[config.mk]
export PLATFORM = sky130hd
export DESIGN_NAME = jtag_tap_sequencer
export DESIGN_NICKNAME = d
export VERILOG_FILES = /design/src/rtl/jtag_tap_sequencer.sv
export SDC_FILE = /design/constraint.sdc
export NUM_CORES = 1
export LEC_CHECK = 0
export CAP_MARGIN = 0
export CORE_UTILIZATION = 40
export DETAILED_ROUTE_END_ITERATION = 6
export PLACE_DENSITY = 0.62
export SLEW_MARGIN = 20
export SYNTH_ARGS = -nofsm -noshare
export SYNTH_HDL_FRONTEND = slang
export SYNTH_SLANG_ARGS = --single-unit
[constraint.sdc]
create_clock -name TCK -period 3.9 [get_ports TCK]
set_input_delay 0.78 -clock TCK [delete_from_list [all_inputs] [get_ports TCK]]
set_output_delay 0.78 -clock TCK [all_outputs]
set_load 0.03 [all_outputs]
[src/rtl/jtag_tap_sequencer.sv]
// jtag_tap_sequencer: turns host scan/reset/idle commands into TMS/TDI sequences and returns captured TDO
module jtag_tap_sequencer #(
  parameter int MAX_LEN = 32,
  parameter int LEN_W = $clog2(MAX_LEN + 1)
) (
  input  logic               TCK,
  input  logic               TRST,
  input  logic               cmd_valid,
  output logic               cmd_ready,
  input  logic [1:0]         cmd_op,
  input  logic [LEN_W-1:0]   cmd_len,
  input  logic [MAX_LEN-1:0] cmd_data,
  input  logic               TDO,
  output logic               TMS,
  output logic               TDI,
  output logic               rsp_valid,
  input  logic               rsp_ready,
  output logic [MAX_LEN-1:0] rsp_data
);
  typedef enum logic [3:0] {RST, RST_IDLE, IDLE, SEL_DR, SEL_IR, CAPTURE, SHIFT, EXIT1, UPDATE, RUN, RESP} state_t;
  localparam logic [1:0] OP_DR = 2'b00, OP_IR = 2'b01, OP_RST = 2'b10, OP_RUN = 2'b11;
  state_t state;
  logic [1:0] op;
  logic [LEN_W-1:0] len, cnt, nxt, cmd_l;
  logic [MAX_LEN-1:0] data, msk;
  logic last;
  assign cmd_l = (cmd_len == '0 || cmd_len > LEN_W'(MAX_LEN)) ? LEN_W'(MAX_LEN) : cmd_len;
  assign cmd_ready = state == IDLE && !rsp_valid;
  assign nxt = cnt + LEN_W'(1);
  assign last = cnt == len - LEN_W'(1);
  // Sequencer: each state drives one registered TMS/TDI value per TCK cycle
  always_ff @(posedge TCK) begin
    if (TRST) begin
      state <= RST;
      cnt <= '0;
      op <= OP_DR;
      len <= '0;
      data <= '0;
      msk <= '0;
      TMS <= 1'b1;
      TDI <= 1'b0;
      rsp_valid <= 1'b0;
      rsp_data <= '0;
    end else begin
      case (state)
        RST: begin
          cnt <= nxt;
          if (cnt == LEN_W'(4)) begin
            state <= RST_IDLE;
            TMS <= 1'b0;
          end
        end
        RST_IDLE: begin
          state <= op == OP_RST ? RESP : IDLE;
          rsp_valid <= op == OP_RST;
        end
        IDLE: if (cmd_valid && cmd_ready) begin
          op <= cmd_op;
          len <= cmd_l;
          data <= cmd_data;
          rsp_data <= '0;
          msk <= MAX_LEN'(1);
          cnt <= '0;
          state <= cmd_op == OP_RST ? RST : cmd_op == OP_RUN ? RUN : SEL_DR;
          TMS <= cmd_op != OP_RUN;
        end
        SEL_DR: begin
          state <= op == OP_IR ? SEL_IR : CAPTURE;
          TMS <= op == OP_IR;
        end
        SEL_IR: begin
          state <= CAPTURE;
          TMS <= 1'b0;
        end
        CAPTURE: begin
          cnt <= cnt == '0 ? LEN_W'(1) : '0;
          if (cnt != '0) begin
            state <= SHIFT;
            TDI <= data[0];
            TMS <= len == LEN_W'(1);
          end
        end
        SHIFT: begin
          rsp_data <= rsp_data | (TDO ? msk : '0);
          msk <= msk << 1;
          if (last) begin
            state <= EXIT1;
            TMS <= 1'b1;
            TDI <= 1'b0;
          end else begin
            cnt <= nxt;
            data <= data >> 1;
            TDI <= data[1];
            TMS <= nxt == len - LEN_W'(1);
          end
        end
        EXIT1: begin
          state <= UPDATE;
          TMS <= 1'b0;
        end
        UPDATE: begin
          state <= RESP;
          rsp_valid <= 1'b1;
        end
        RUN: begin
          cnt <= nxt;
          if (last) begin
            state <= RESP;
            rsp_valid <= 1'b1;
          end
        end
        RESP: if (rsp_ready) begin
          rsp_valid <= 1'b0;
          state <= IDLE;
        end
        default: begin
          state <= RST;
          cnt <= '0;
          TMS <= 1'b1;
          TDI <= 1'b0;
        end
      endcase
    end
  end
endmodule

# After elaboration in Yosys (flattened, before gate mapping)
# Cells that the tools add are included.
op_classes:
  add_sub_neg: 2
  mul: 0
  n_div: 0
  order_cmp: 1
  n_eq_ne: 26
  shifts: 0
  muxes: 35
  bitwise_logic: 4
  reduce_logical: 23
op_table:
  columns: ["op", "n"]
  rows:
  - ["one-hot mux 32 bit (2 select lines)", 3]
  - ["two-way mux 32 bit", 5]
  - ["one-hot mux 4 bit (11 select lines)", 1]
  - ["two-way mux 4 bit", 9]
  - ["bitwise OR 32 bit", 1]
  - ["one-hot mux 6 bit (5 select lines)", 1]
  - ["two-way mux 6 bit", 3]
  - ["equality test 4 x 3 -> 1 bit (second input constant)", 4]
  - ["inequality test 2 bit (second input constant)", 7]
  - ["equality test 4 bit (second input constant)", 3]
  - ["equality test 6 bit", 2]
  - ["logical NOT 6 bit", 2]
  - ["two-way mux 1 bit", 10]
  - ["AND reduction 3 bit", 3]
  - ["OR reduction 9 bit", 1]
  - ["equality test 4 x 2 -> 1 bit (second input constant)", 2]
  - ["one-hot mux 1 bit (7 select lines)", 1]
  - ["adder 6 x 1 -> 6 bit (second input constant)", 1]
  - ["equality test 2 bit (second input constant)", 3]
  - ["equality test 6 x 1 -> 1 bit (second input constant)", 1]
  - ["equality test 6 x 3 -> 1 bit (second input constant)", 1]
  - ["> comparator 6 bit (second input constant)", 1]
  - ["AND reduction 2 bit", 3]
  - ["AND reduction 6 bit", 1]
  - ["18 further kinds", 22]
word_totals:
  register_bits: 117
  latchBits: 0
  mem_bits_rw: 0
  rom_bits: 0
  in_bits: 45
  out_inout_bits: 36
  elab_cells: 101
  mem_count: 0

# Longest topological paths before layout
# Gate-level depths: netlist of the first run.
logic_depth:
  depth_word: 5
  depth_mapped: 9
  depth_no_buf: 8

# Worst setup path before layout of the first run
# Ideal clock, no wire load.
synth_timing:
  path_kind: "register to output"
  startpoint: "register state[0]"
  endpoint: "output cmd_ready"
  arrival_time_ns: 1.625
  t_required_ns: 3.120
  slack_ns: 1.495
  stages_incl_launch_ff: 5
  path_buffers: 2
  cell_sequence: "dfxtp_1 > buf_2 > buf_2 > or3_1 > nor3_1"
synth_via:
  elab_chain_len: 2
synth_rtl:
  columns: ["item", "line_no", "rtl"]
  rows:
  - ["start, declared", "22", "state_t state;"]
  - ["start signal, assigned", "54", "state <= op == OP_RST ? RESP : IDLE;"]
  - ["start signal, assigned", "64", "state <= cmd_op == OP_RST ? RST : cmd_op == OP_RUN ? RUN : SEL_DR;"]
  - ["start signal, assigned", "68", "state <= op == OP_IR ? SEL_IR : CAPTURE;"]
  - ["equality test 4 x 2 -> 1 bit", "28", "assign cmd_ready = state == IDLE && !rsp_valid;"]
  - ["logical AND 1 bit", "28", null]
  - ["end, declared", "9", "output logic cmd_ready,"]
# Every way passes these cells.

# Final worst setup path of the first run
layout_timing:
  startpoint: "register state[1]"
  endpoint: "output cmd_ready"
# Same word-level chain as after synthesis.

==> results of run 1 <==
## per-layer routing
layer	GRT usage, %	share of wire (%)	vias up	wire length (um)
met5	0	0	-	0
met4	8.97	2.0	0	257
met3	6.25	6.1	22	784
met2	30.0	45	117	5830
met1	24.3	47	2127	6020
li1	-	-	2324	-
## worst min path at each step
stage,endpoint,depth (start not counted),start,slack [ps]
6_report,op[1],2,op[1],460
5_1_grt,msk[3],2,msk[2],490
4_1_cts,op[1],2,op[1],470
3_5_place_dp,op[1],2,op[1],460
3_3_place_gp,op[1],2,op[1],450
2_1_floorplan,op[1],2,op[1],440
## cell families after synthesis
kind of cell    share of synthesized area (%)
compound gates                           13.6
xor+xnor                                 3.91
fa+ha+maj                               0.937
buf+inv                                  4.71
flops                                    43.9
mux                                     0.187
simple gates                             32.8
## report_power, final
| group | switching (mW) | leakage, nW | internal [mW] |
|---|---|---|---|
| Sequential | 0.127 | 0.945 | 1.30 |
| Combinational | 0.503 | 1.21 | 0.369 |
| Clock | 0.588 | 0.291 | 0.980 |
| Total | 1.22 | 2.45 | 2.65 |
## registers in the layout, summed over array words and instances (netlist names)
name	cells
TDI	1
TMS	1
cnt	6
data	32
len	6
msk	32
op	2
rsp_data	32
rsp_valid	1
state	4
## final cells by class
| class | instances | share of cell area [%] |
|---|---|---|
| timing repair buffer | 91 | 13.1 |
| clock inverter | 13 | 2.14 |
| multi-input combinational | 467 | 40.3 |
| inverter | 8 | 0.440 |
| sequential | 117 | 34.3 |
| tap | 172 | 3.15 |
| clock buffer | 19 | 6.63 |
## cells in the final DEF (no fill, tap or decap), types with 3 or more instances in the layout
cell type and count:
a211o_1 6, a21oi_1 82, a221oi_1 3, and2_1 5, buf_4 11, clkbuf_16 17
clkdlybuf4s50_1 79, clkinv_4 3, dfxtp_1 117, ha_1 4, inv_1 7, inv_6 4
nand2_1 54, nand2b_1 6, nand3_1 40, nand3b_1 6, nand4_1 3, nor2_1 110
nor2_2 30, nor3_1 10, nor4_2 30, o21ai_0 7, or3_1 5, xnor2_1 12
xor2_1 10
## critical path: cells and delay by family (launching register included)
kind / cells / cell delay (ps)
buffers and inverters: 2 / 870
AND/OR/NAND/NOR: 2 / 600
flip-flops: 1 / 600
==> run_results.csv, run 1 <==
group,metric,value,unit
worst_setup_path,crit_chain,"inv_2 > or3_1 > nor3_1 > clkdlybuf4s50_1",
sta,holdWs,464,ps
clock_tree,clk-insertion-delay-late,420,ps
sta,rsz0062_at_grt,"false",
power_and_ir_drop,pwr_density_cell,566,nW/um^2
finish,fin_cells,887,
die,start_util,41.6,%
worst_setup_path,endpoint,"cmd_ready",
worst_hold_path,hold_class,"flop to flop",
synth,synth_area,5340,um^2
die,dieWidth,118,um
grt,grt_usage,19.3,%
synth,yosysTopAreaCell,"dfxtp_1",
finish,antenna_cells,0,
sta,worstMarginPinSlew,951,ps
sta,setup_viol,0,
sta,fmax,305,MHz
sta,timing.final.ws_setup,618,ps
worst_setup_path,critPathArrivalTime,2500,ps
drt,wire_per_inst,14.5,um
drt,first_iter_violations,303,
synth,synth_top_area_share,43.9,%
grt,grt_pass1_vias,4360,
finish,nets,751,
die,num_io_pins,81,
synth,ys_seq_area_share,43.9,%
clock_tree,cts_resized,0,
finish,seq_area,2340,um^2
clock_tree,clock_path_buffers,2,
die,dieArea,13800,um^2
synth,yosysMostFrequentCell,"dfxtp_1",
sta,fin_setup_tns,0,ps
clock_tree,cts_sinks,117,
drt,drt_wl_total,12.9,mm
place,port_buffers,80,
worst_setup_path,r2r_cells,7,
worst_setup_path,worstSetupStartpointType,"flop",
place,dp_slack,749,ps
grt,grt_pass1_wl,21.5,mm
place,dpl.cell_count,855,
drt,drc,0,
finish,multiInputGateArea,2750,um^2
sta,finalClockSkew,4.58,ps
finish,final_util,53.3,%
place,dpl_cell_area,6230,um^2
sta,period_needed,3280,ps
worst_setup_path,path_class,"flop to output pin",
worst_setup_path,crit_path_end_kind,"output pin",
synth,yosysWarnings,0,
worst_setup_path,crit_path_max_incr_delay,730,ps
die,core,12800,um^2
worst_setup_path,slowest_stage,"clkdlybuf4s50_1",
worst_setup_path,startpoint,"state[1]",
grt,antenna_found_initial,0,
place,hpwlAfterDp,8.34,mm
clock_tree,cts_buffers,17,
job,drv_cap,0,
worst_setup_path,cp.required,3120,ps
synth,synth.top_cells.by_count,"dfxtp_1 (117), nor2_1 (110), a21oi_1 (82), nand2_1 (54), nand3_1 (41)",
synth,ys_ff_latch,117,
place,gp_congestion,0.841,
power_and_ir_drop,power,3.86,mW
power_and_ir_drop,peakVddDrop,0.000347,V
worst_setup_path,r2r-end,"data[27]",
synth,postSynthCellCount,638,
die,num_rows,41,
worst_setup_path,r2r-start,"state[1]",
worst_setup_path,rrSetupSlack,940,ps
drt,viasPerCell,5.17,
sta,final-hold-violation-count,0,
finish,final_area,6830,um^2
finish,fillers,1172,
clock_tree,root_buffer,"clkbuf_16",
synth,synth_edf_count,0,
die,die_y,118,um
worst_setup_path,crit_fanout,14,
clock_tree,cts_tree,"built",
synth,syn-mean-instance-area,8.37,um^2
finish,synthToLayoutAreaGrowth,27.9,%
clock_tree,postCtsHoldBufs,0,
run_status,status,"complete, no violations",
clock_tree,path_clk_slew,50,ps
drt,drt_pass1_iterations,7,
synth,synth.area.top_cells,"dfxtp_1 (44%), nor2_1 (7.7%), a21oi_1 (7.7%)",
clock_tree,post_cts_buffers,0,
sta,timing.final.crit_share,84.1,%
finish,drive_gt1_share,16.8,%
grt,grt_overflow_total,0,
sta,slew_headroom,36.1,%
synth,async_reset_ff_share,0,%
drt,vias,4590,
synth,ys.flop_type,"dfxtp_1",
synth,synth.distinct_cells,60,
clock_tree,cts_max_level,4,
power_and_ir_drop,leakagePower,2.45,nW
grt,grt_start_max_net_pins,52,
synth,synth_fp_nets,687,
sta,maxSlewViolCount,0,
drt,ant_nets,0,
No activity file was read; power rests on OpenSTA's default activity.
==> run 2, diff against run 1 <==
--- a/config.mk
+++ b/config.mk
@@ -8,7 +8,7 @@
 export CAP_MARGIN = 0
 export CORE_UTILIZATION = 40
 export DETAILED_ROUTE_END_ITERATION = 6
-export PLACE_DENSITY = 0.62
+export PLACE_DENSITY = 0.64
 export SLEW_MARGIN = 20
 export SYNTH_ARGS = -nofsm -noshare
 export SYNTH_HDL_FRONTEND = slang
==> constraint.sdc (replaced) <==
create_clock -name TCK -period 2.85 [get_ports TCK]
set_input_delay 0.57 -clock TCK [delete_from_list [all_inputs] [get_ports TCK]]
set_output_delay 0.57 -clock TCK [all_outputs]
set_load 0.03 [all_outputs]
==> run 2 against run 1 <==
- sequential share of layout area decreased by 0.34 points
- critical path type unchanged
- die area is the same
- worst hold slack got worse by 1.5 ps
- cell area is 0.99% higher
==> run_results.csv, run 2 (same netlist as run 1, synthesis figures left out) <==
group,metric,value,unit
run_status,status,"complete, no violations",
finish,mostFrequentLayoutCell,"dfxtp_1",
worst_setup_path,crit_path_end_kind,"output pin",
place,dp_slack,427,ps
power_and_ir_drop,pwr_density_cell,776,nW/um^2
drt,wl_met3,647,um
grt,grt_pass1_wl,21.9,mm
finish,synthToLayoutAreaGrowth,29.2,%
drt,wl_met1,6.13,mm
job,drv_cap,0,
drt,drt_pass1_iterations,4,
worst_setup_path,slowest_stage,"clkdlybuf4s50_1",
worst_hold_path,hold_class,"flop to flop",
finish,nets,760,
grt,grt_overflow_total,0,
place,gp_congestion,0.853,
worst_setup_path,critPathArrivalTime,2090,ps
finish,final_cell_mix,"dfxtp_1 (117), nor2_1 (110), a21oi_1 (82)",
finish,drive_gt1_share,17.4,%
sta,maxSlewViolCount,0,
sta,slew_headroom,62.3,%
drt,top_layer,"met4",
sta,timing.final.crit_share,93.5,%
sta,fmax,375,MHz
place,hpwlAfterDp,8.83,mm
sta,rsz0062_at_grt,"false",
grt,grt_start_max_net_pins,48,
finish,multiInputGateArea,2750,um^2
grt,antenna_found_initial,0,
die,dieArea,13800,um^2
drt,drt_wl_total,12.9,mm
worst_setup_path,crit_fanout,6,
drt,first_iter_violations,322,
worst_setup_path,crit_chain,"inv_2 > or3_1 > nor3_1 > clkdlybuf4s50_1",
clock_tree,root_buffer,"clkbuf_16",
drt,ant_nets,0,
sta,fin_setup_tns,0,ps
clock_tree,cts_max_level,4,
worst_setup_path,cp.required,2280,ps
drt,wire_per_inst,14.4,um
worst_setup_path,path_class,"flop to output pin",
die,core,12800,um^2
finish,seq_area,2340,um^2
sta,setup_viol,0,
finish,biggestRegsByFlops,"data (32), msk (32), rsp_data (32)",
clock_tree,clk-insertion-delay-late,420,ps
die,dieWidth,118,um
sta,final-hold-violation-count,0,
grt,grt_usage,19.5,%
clock_tree,path_clk_slew,50,ps
drt,viasPerCell,5.20,
finish,antenna_cells,0,
clock_tree,cts_resized,0,
clock_tree,cts_tree,"built",
clock_tree,clock_path_buffers,2,
place,port_buffers,80,
drt,met2_length,6.04,mm
die,num_io_pins,81,
worst_setup_path,crit_path_max_incr_delay,730,ps
sta,timing.final.ws_setup,186,ps
power_and_ir_drop,peakVddDrop,0.000421,V
power_and_ir_drop,leakagePower,2.48,nW
drt,vias,4654,
sta,period_needed,2660,ps
grt,grt_pass1_vias,4414,
clock_tree,postCtsHoldBufs,0,
drt,drc,0,
clock_tree,cts_sinks,117,
die,start_util,41.6,%
die,num_rows,41,
worst_setup_path,worstSetupStartpointType,"flop",
clock_tree,cts_buffers,17,
clock_tree,post_cts_buffers,0,
sta,finalClockSkew,9.53,ps
sta,worstMarginPinSlew,566,ps
finish,final_util,53.8,%
die,die_y,118,um
finish,fillers,1217,
-- run 2: critical path, delay by kind of cell (launching register included) --
kind,cells,cell delay (ps)
buffers and inverters,2,810
flip-flops,1,340
AND/OR/NAND/NOR,2,530
-- run 2: metal layers --
metal	up-vias	track usage (%)
li1	2334	-
met4	0	7.69
met5	-	0
met2	133	30.9
met3	9	5.52
met1	2178	25.0
-- run 2: cell type report --
| cell class | count | area share, % |
|---|---|---|
| sequential | 117 | 33.9 |
| multi-input combinational | 467 | 39.9 |
| timing repair buffer | 100 | 13.9 |
| tap | 172 | 3.12 |
| clock buffer | 20 | 6.47 |
| clock inverter | 11 | 2.21 |
| inverter | 8 | 0.435 |
-- run 2: path summary, 6_finish.rpt --
check	slack (ps)	from	end	depth (start not counted)
worst max-delay path	190	state[1]	cmd_ready	4
worst min register to register	460	op[1]	op[1]	2
worst min-delay path	460	op[1]	op[1]	2
worst max register to register	430	len[0]	cnt[0]	8
-- run 2: power breakdown --
| group | internal [mW] | switching [mW] | leakage (nW) |
|---|---|---|---|
| logic | 0.543 | 0.754 | 1.26 |
| clock network | 1.40 | 0.758 | 0.283 |
| registers | 1.77 | 0.125 | 0.945 |
| total | 3.71 | 1.64 | 2.48 |
-- run 2: per-stage QoR --
stage                     instance area [um^2]  hold slack, ps  total power, mW  std cells
after global routing                      6900             488             5.64        895
final                                     6900             462             5.35        895
after floorplan                           5340             440             2.87        638
after CTS                                 6900             463             5.40        895
after detailed placement                  6300             454             3.23        864
after global placement                    6300             451             3.20        864
